[config.mk]
export PLATFORM = sky130hd
export DESIGN_NAME = multicycle_control_unit
export DESIGN_NICKNAME = d
export VERILOG_FILES = /design/src/rtl/multicycle_control_unit.sv
export SDC_FILE = /design/constraint.sdc
export NUM_CORES = 1
export LEC_CHECK = 0
export BUFFER_PORTS_ARGS = -buffer_cell sky130_fd_sc_hd__clkbuf_2
export CAP_MARGIN = 20
export CORE_ASPECT_RATIO = 1.25
export CORE_MARGIN = 4
export CORE_UTILIZATION = 50
export CTS_BUF_LIST = sky130_fd_sc_hd__clkbuf_2
export DETAILED_ROUTE_END_ITERATION = 16
export PLACE_DENSITY = 0.88
export SYNTH_ARGS = -nofsm -noshare
export SYNTH_HDL_FRONTEND = slang
export SYNTH_SLANG_ARGS = --single-unit
[constraint.sdc]
create_clock -name clk -period 2.2 [get_ports clk]
set_clock_uncertainty 0.1 [all_clocks]
set_input_delay 0.33 -clock clk [delete_from_list [all_inputs] [get_ports clk]]
set_output_delay 0.33 -clock clk [all_outputs]
set_load 0.02 [all_outputs]
[src/rtl/multicycle_control_unit.sv]
// multicycle_control_unit: instruction register plus FETCH/DECODE/EXECUTE/MEM/WRITEBACK sequencer
// Ports:
//   clk, rst_n                 clock (rising edge), asynchronous active-low reset
//   instr_in, fetch_ack        instruction word and its valid handshake
//   mem_ack                    data RAM access complete
//   branch_check               ALU compare result, used in BRANCH execute only
//   fetch_req                  instruction request at current PC
//   alu_code                   ALU operation select (EXECUTE only)
//   ram_read, ram_write        data RAM strobes, ram_adr their address
//   reg_read, reg_write        regfile enables, reg1/reg2 register selects
//   pc_inc, pc_jump, pc_branch PC update pulses
//   halted, fault              sticky status: HALT executed / handshake timeout
module multicycle_control_unit #(
    parameter int REG_ADDR_W  = 2,
    parameter int MEM_ADDR_W  = 8,
    parameter int INSTR_W     = 16,
    parameter int MEM_TIMEOUT = 15
) (
    input  logic                  clk,
    input  logic                  rst_n,
    input  logic [INSTR_W-1:0]    instr_in,
    input  logic                  fetch_ack,
    input  logic                  mem_ack,
    input  logic                  branch_check,
    output logic                  fetch_req,
    output logic [3:0]            alu_code,
    output logic                  ram_read,
    output logic                  ram_write,
    output logic [MEM_ADDR_W-1:0] ram_adr,
    output logic                  reg_read,
    output logic                  reg_write,
    output logic [REG_ADDR_W-1:0] reg1,
    output logic [REG_ADDR_W-1:0] reg2,
    output logic                  pc_inc,
    output logic                  pc_jump,
    output logic                  pc_branch,
    output logic                  halted,
    output logic                  fault
);
    if (INSTR_W != 4 + 2 * REG_ADDR_W + MEM_ADDR_W) begin : g_bad_width
        $error("INSTR_W must equal 4 + 2*REG_ADDR_W + MEM_ADDR_W");
    end
    typedef enum logic [2:0] {RST, FETCH, DECODE, EXECUTE, MEM, WRITEBACK, HALT, FAULT} state_t;
    state_t state;
    logic [INSTR_W-1:0] ir;
    logic [7:0] wait_cnt;
    logic [3:0] op;
    logic is_alu, is_mem, timed_out, active;
    assign op        = ir[INSTR_W-1 -: 4];
    assign is_alu    = op >= 4'h1 && op <= 4'h9;
    assign is_mem    = op == 4'hA || op == 4'hB;
    // limit reached on this cycle's miss; an ack in the same cycle still wins
    assign timed_out = wait_cnt == 8'(MEM_TIMEOUT - 1);
    assign active    = state inside {DECODE, EXECUTE, MEM, WRITEBACK};
    always_ff @(posedge clk or negedge rst_n) begin
        if (!rst_n) begin
            state    <= RST;
            ir       <= '0;
            wait_cnt <= '0;
        end else begin
            // counter only survives while a wait state stays unacked
            wait_cnt <= '0;
            case (state)
                RST:       state <= FETCH;
                FETCH:     if (fetch_ack) begin
                               ir    <= instr_in;
                               state <= DECODE;
                           end else if (timed_out) state <= FAULT;
                           else wait_cnt <= wait_cnt + 8'd1;
                DECODE:    state <= EXECUTE;
                EXECUTE:   state <= is_alu ? WRITEBACK : is_mem ? MEM : op == 4'hF ? HALT : FETCH;
                MEM:       if (mem_ack) state <= op == 4'hA ? WRITEBACK : FETCH;
                           else if (timed_out) state <= FAULT;
                           else wait_cnt <= wait_cnt + 8'd1;
                WRITEBACK: state <= FETCH;
                default:   state <= state;
            endcase
        end
    end
    always_comb begin
        fetch_req = state == FETCH;
        reg_read  = state == DECODE;
        pc_inc    = state == DECODE;
        alu_code  = state != EXECUTE ? 4'h0 : is_alu ? op : op == 4'hD ? 4'h2 : 4'h0;
        ram_read  = state == MEM && op == 4'hA;
        ram_write = state == MEM && op == 4'hB;
        ram_adr   = active ? ir[MEM_ADDR_W-1:0] : '0;
        reg1      = active ? ir[INSTR_W-5 -: REG_ADDR_W] : '0;
        reg2      = active ? ir[MEM_ADDR_W +: REG_ADDR_W] : '0;
        reg_write = state == WRITEBACK;
        pc_jump   = state == EXECUTE && op == 4'hC;
        pc_branch = state == EXECUTE && op == 4'hD && branch_check;
        halted    = state == HALT;
        fault     = state == FAULT;
    end
endmodule
== Word level (Yosys, flattened, before mapping) ==
Index checks and enable logic that the tools add are counted.
Word-level totals
  logic and storage cells: 50
  bits in registers: 27
Operators by class
  reduce and logical (&&, ||, !) cells: 12
  muxes and demuxes: 18
  eq/ne operators: 14
  add/sub/neg operators: 1
  magnitude comparators: 2
Operators by type and width (count)
  $mux W8: 4
  $mux W3: 7
  $eq A4 B4 Y1 const B: 5
  $pmux W8 S2: 1
  $pmux W3 S5: 1
  $eq A3 B3 Y1 const B: 4
  $add A8 B1 Y8 const B: 1
  $eq A8 B4 Y1 const B: 1
  $mux W4: 2
  $eq A3 B2 Y1 const B: 2
  $logic_and A1 B1 Y1: 6
  $mux W2: 3
  $reduce_bool A5 Y1: 1
  $ge A4 B1 Y1 const B: 1
  $le A4 B4 Y1 const B: 1
  $reduce_bool A4 Y1: 1
  $eq A3 B1 Y1 const B: 1
  $logic_not A3 Y1: 1
  $ne A3 B2 Y1 const B: 1
  $reduce_and A2 Y1: 1
  $reduce_or A2 Y1: 1
  $logic_or A1 B1 Y1: 1

== Logic depth before layout (Yosys ltp) ==
  depth after elaboration: 5
  depth in mapped cells: 7
  depth with buffers taken out: 5

== Worst setup path after synthesis ==
OpenSTA, ideal clock, no wires.
  path type: reg2out
  from: reg state[2]
  to: out pc_branch
  cell stages (with the launch flop): 4
  arrival time: 1.504 ns
  data required time: 1.770 ns
  path slack: 0.266 ns
  path through: dfrtp_1 > clkbuf_8 > nand3b_1 > nor4_1
Between the ends
  longest elaborated chain between the ends: 3
Ends and longest elaborated chain
  start, declared: RTL line 44  | state_t state;
  start signal, assigned: RTL line 71  | EXECUTE: state <= is_alu ? WRITEBACK : is_mem ? MEM : op == 4'hF ? HALT : FETCH;
  start signal, assigned: RTL line 72  | MEM: if (mem_ack) state <= op == 4'hA ? WRITEBACK : FETCH;
  start signal, assigned: RTL line 76  | default: state <= state;
  $eq A3 B2 Y1: RTL line 92  | pc_branch = state == EXECUTE && op == 4'hD && branch_check;
  $logic_and A1 B1 Y1 (2 in series): RTL line 92
  end, declared: RTL line 36  | output logic pc_branch,
No other way between the ends.

== Final worst setup path ==
  from: reg state[2]
  to: out alu_code[1]
Between the ends
  longest elaborated chain between the ends: 2
Ends and longest elaborated chain
  $ne A3 B2 Y1: RTL line 84  | alu_code = state != EXECUTE ? 4'h0 : is_alu ? op : op == 4'hD ? 4'h2 : 4'h0;
  $mux W4: RTL line 84
  end, declared: RTL line 26  | output logic [3:0] alu_code,
No other way between the ends.

==> results.yml <==
worst_hold_path:
  holdPathEnd: "ir[14]"
  min_path_cells: 2
  min-delay-path-class: "in -> reg"
  holdCritStartpoint: "instr_in[14]"
timing:
  hold_slack_ps: 97.42
  timing.final.crit_share: 0.9630
  setup_slack_ps: 81.35
  hold_viol: 0
  tightest_slew_ps: 636.0
  relSlewSlack: 0.5760
  period_minus_slack_ps: 2119
  setup_viol: 0
  slew_violations: 0
  max_freq_mhz: 472.0
die:
  dieArea_um2: 3952
  rows: 22
  coreArea_um2: 2918
  io-pin-count: 47
  initial_core_util: 0.5150
  die_height_um: 69.29
  die_w_um: 57.04
clock_network:
  cts_buffer_depth: 2
  cts-root-buf: "clkbuf_2"
  htree_levels: 1
  clock_sinks: 27
  clk_latency_ps: 330
  cts_tree: "yes"
  cts_made_buffers: 3
  path_clk_slew_ps: 240
layout:
  nets: 213
  stdcell_area_um2: 1772
  multi_input_comb_area_um2: 729.5
  diodes: 0
  layout.cells.non_filler: 225
  seq_area_um2: 680.7
  post_route_cells_drive_above_1_share: 0.4392
  area_growth_pct: 17.90
  fillerInstances: 272
global_routing:
  grt_remaining_overflow: 0
  grt_max_degree: 28
  grt_pass1_wl_um: 5078
  grt_pass1_vias: 1165
  antenna_found_initial: 0
  grt_usage: 0.1583
yosys:
  postSynthCellCount: 145
  async_flop_share: 1.000
  synth.largest_area_cell: "dfrtp_1"
  avgSynthCellArea_um2: 10.36
  yosysSeqAreaShare: 0.4496
  synth_area_um2: 1503
  synth_top_area_frac: 0.4496
  synth_edf_count: 0
  syn-num-nets: 168
  ys_dominant_reg_cell: "dfrtp_1"
  synth_area_leaders: "dfrtp_1, mux2_2, and2_1"
  ys_ff_latch: 27
  synth_warnings: 0
  synth_cell_types: 35
power:
  powerDensity_nw_per_um2: 397.6
  max-vdd-ir-drop_v: 0.0003553
  power_uw: 704.5
  p_leak_uw: 0.0008610
setup_path:
  required_ps: 1770
  slowest_delay_ps: 520
  critPathMaxFanout: 8
  crit_chain: "nand3b_1, buf_4, nor2_1, clkbuf_2"
  cp-start-kind: "register"
  cp_slowest_cell: "dfrtp_2"
  critPathKind: "reg -> out"
  r2r-start: "state[2]"
  crit_arrival_ps: 1690
  critical-path-top-delay-family: "flip-flops"
  r2r_end: "ir[6]"
  crit_path_end_kind: "primary output"
  cp_num_buf_inv: 2
  reg2regPathDepth: 5
  reg2reg_setup_slack_ps: 370
placement:
  gp_congestion: 0.8621
  dp.cells: 217
  post-dp-hpwl_um: 2270
  port_buffers: 46
  dpl_cell_area_um2: 1695
  place_ws_ps: 443.4
drt:
  via_per_inst: 5.293
  antenna_left: 0
  drt_wl_total_um: 3025
  routedWlPerCell_um: 13.44
  drc: 0
  dr.pass1.iters: 4
  dr_total_vias: 1191
  drtIter0Drc: 31
status:
  status: "finished, final reports clean"
run:
  cap_violations: 0
repair_timing:
action | in CTS | in global routing
resized for setup | 0 | 7
hold endpoints to repair | 27 | 0
hold buffers | 1 | 0
setup endpoints to repair | 0 | 6
buffers inserted | 0 | 3
how the worst max path moves through the flow:
stage	cells past startpoint	slack [ps]	start	endpoint
finish	4	80	state[2]	alu_code[1]
detailed placement	3	440	state[2]	pc_jump
floorplan	3	270	state[2]	pc_branch
CTS	3	30	state[2]	pc_jump
global placement	3	470	state[2]	pc_jump
global route	4	-60	state[2]	alu_code[0]
stage by stage:
step	util	TNS [ps]
finish	0.6072	0
detailed placement	0.5810	0
global placement	0.5810	0
global route	0.6072	-236.9
CTS	0.5913	0
floorplan	-	0
sequential cells by signal, summed over array words and instances, names as in the netlist:
register / count
ir: 16
wait_cnt: 8
state: 3
worst reg2reg max path, stage by stage (launching register included):
cell,delay [ps]
dfrtp_2,520
buf_4,170
nand2b_4,150
nor2_4,120
and2_4,310
mux2_2,380
power breakdown:
group / internal [uW] / switching [uW]
sequential: 497 / 0
combinational: 15.2 / 16.3
clock: 41.2 / 135
total: 554 / 151
cells by family (layout without fill, tap and decap cells):
kind of cell    count (synthesis)  count (layout)  share of synthesized area
simple gates                   63              63                     0.2365
flops                          27              27                     0.4496
buf+inv                        18              62                    0.07743
mux                            17              17                     0.1324
compound gates                 11              11                    0.04663
xor+xnor                        7               7                    0.04080
fa+ha+maj                       2               2                    0.01665
per-layer routing:
layer / wire [um] / vias to the layer above / track usage
met2: 1593 / 35 / 0.2808
li1: - / 582 / -
met3: 174 / 2 / 0.02607
met4: 34 / 0 / 0.05412
met5: 0 / - / 0
met1: 1222 / 572 / 0.1895
cell usage after synthesis (3+ instances only):
cell,number
nand2b_1,3
o21ai_0,5
mux2_2,15
xor2_1,6
nor2_1,17
nor4_1,4
nand3_1,3
nand2_1,6
buf_6,4
and2_1,12
clkbuf_1,3
nor3_1,6
dfrtp_1,27
inv_1,7
cells in the final DEF, fill, tap and decap left out:
| master | Yosys | routed |
|---|---|---|
| mux2_2 | 15 | 15 |
| and3_1 | 1 | 1 |
| ha_1 | 2 | 2 |
| nand2b_1 | 3 | 3 |
| nand3b_1 | 2 | 2 |
| nand3_1 | 3 | 3 |
| inv_1 | 7 | 7 |
| a22oi_1 | 1 | 1 |
| xor2_1 | 6 | 6 |
| nor3_1 | 6 | 6 |
| and2_4 | 2 | 2 |
| nand2_1 | 6 | 6 |
| nor4_2 | 0 | 3 |
| a311oi_1 | 1 | 1 |
| dfrtp_2 | 0 | 4 |
| nor4b_1 | 1 | 1 |
| o2111ai_1 | 1 | 1 |
| and4b_4 | 1 | 1 |
| mux2_4 | 2 | 2 |
| nor2_4 | 1 | 1 |
| clkbuf_2 | 0 | 49 |
| dfrtp_1 | 27 | 23 |
| and2_1 | 12 | 12 |
| or3_1 | 1 | 1 |
| nor4_1 | 4 | 1 |
| clkinv_2 | 0 | 1 |
| nand4_1 | 2 | 2 |
| a21oi_1 | 1 | 1 |
| a31oi_1 | 1 | 1 |
| dlygate4sd3_1 | 0 | 1 |
| xnor2_1 | 1 | 1 |
| nand2b_4 | 1 | 1 |
| o21ai_0 | 5 | 5 |
| buf_4 | 2 | 4 |
| nor2_1 | 17 | 17 |
| a41oi_1 | 1 | 1 |
layout make-up:
| type | instances | area share |
|---|---|---|
| multi-input cells | 100 | 0.4117 |
| flip-flops and latches | 27 | 0.3842 |
| repair buffers | 51 | 0.1525 |
| well taps | 36 | 0.02542 |
| inverters | 7 | 0.01483 |
| clock buffers | 3 | 0.008475 |
| clock inverters | 1 | 0.002825 |
Power figures use the tool's default switching activity.
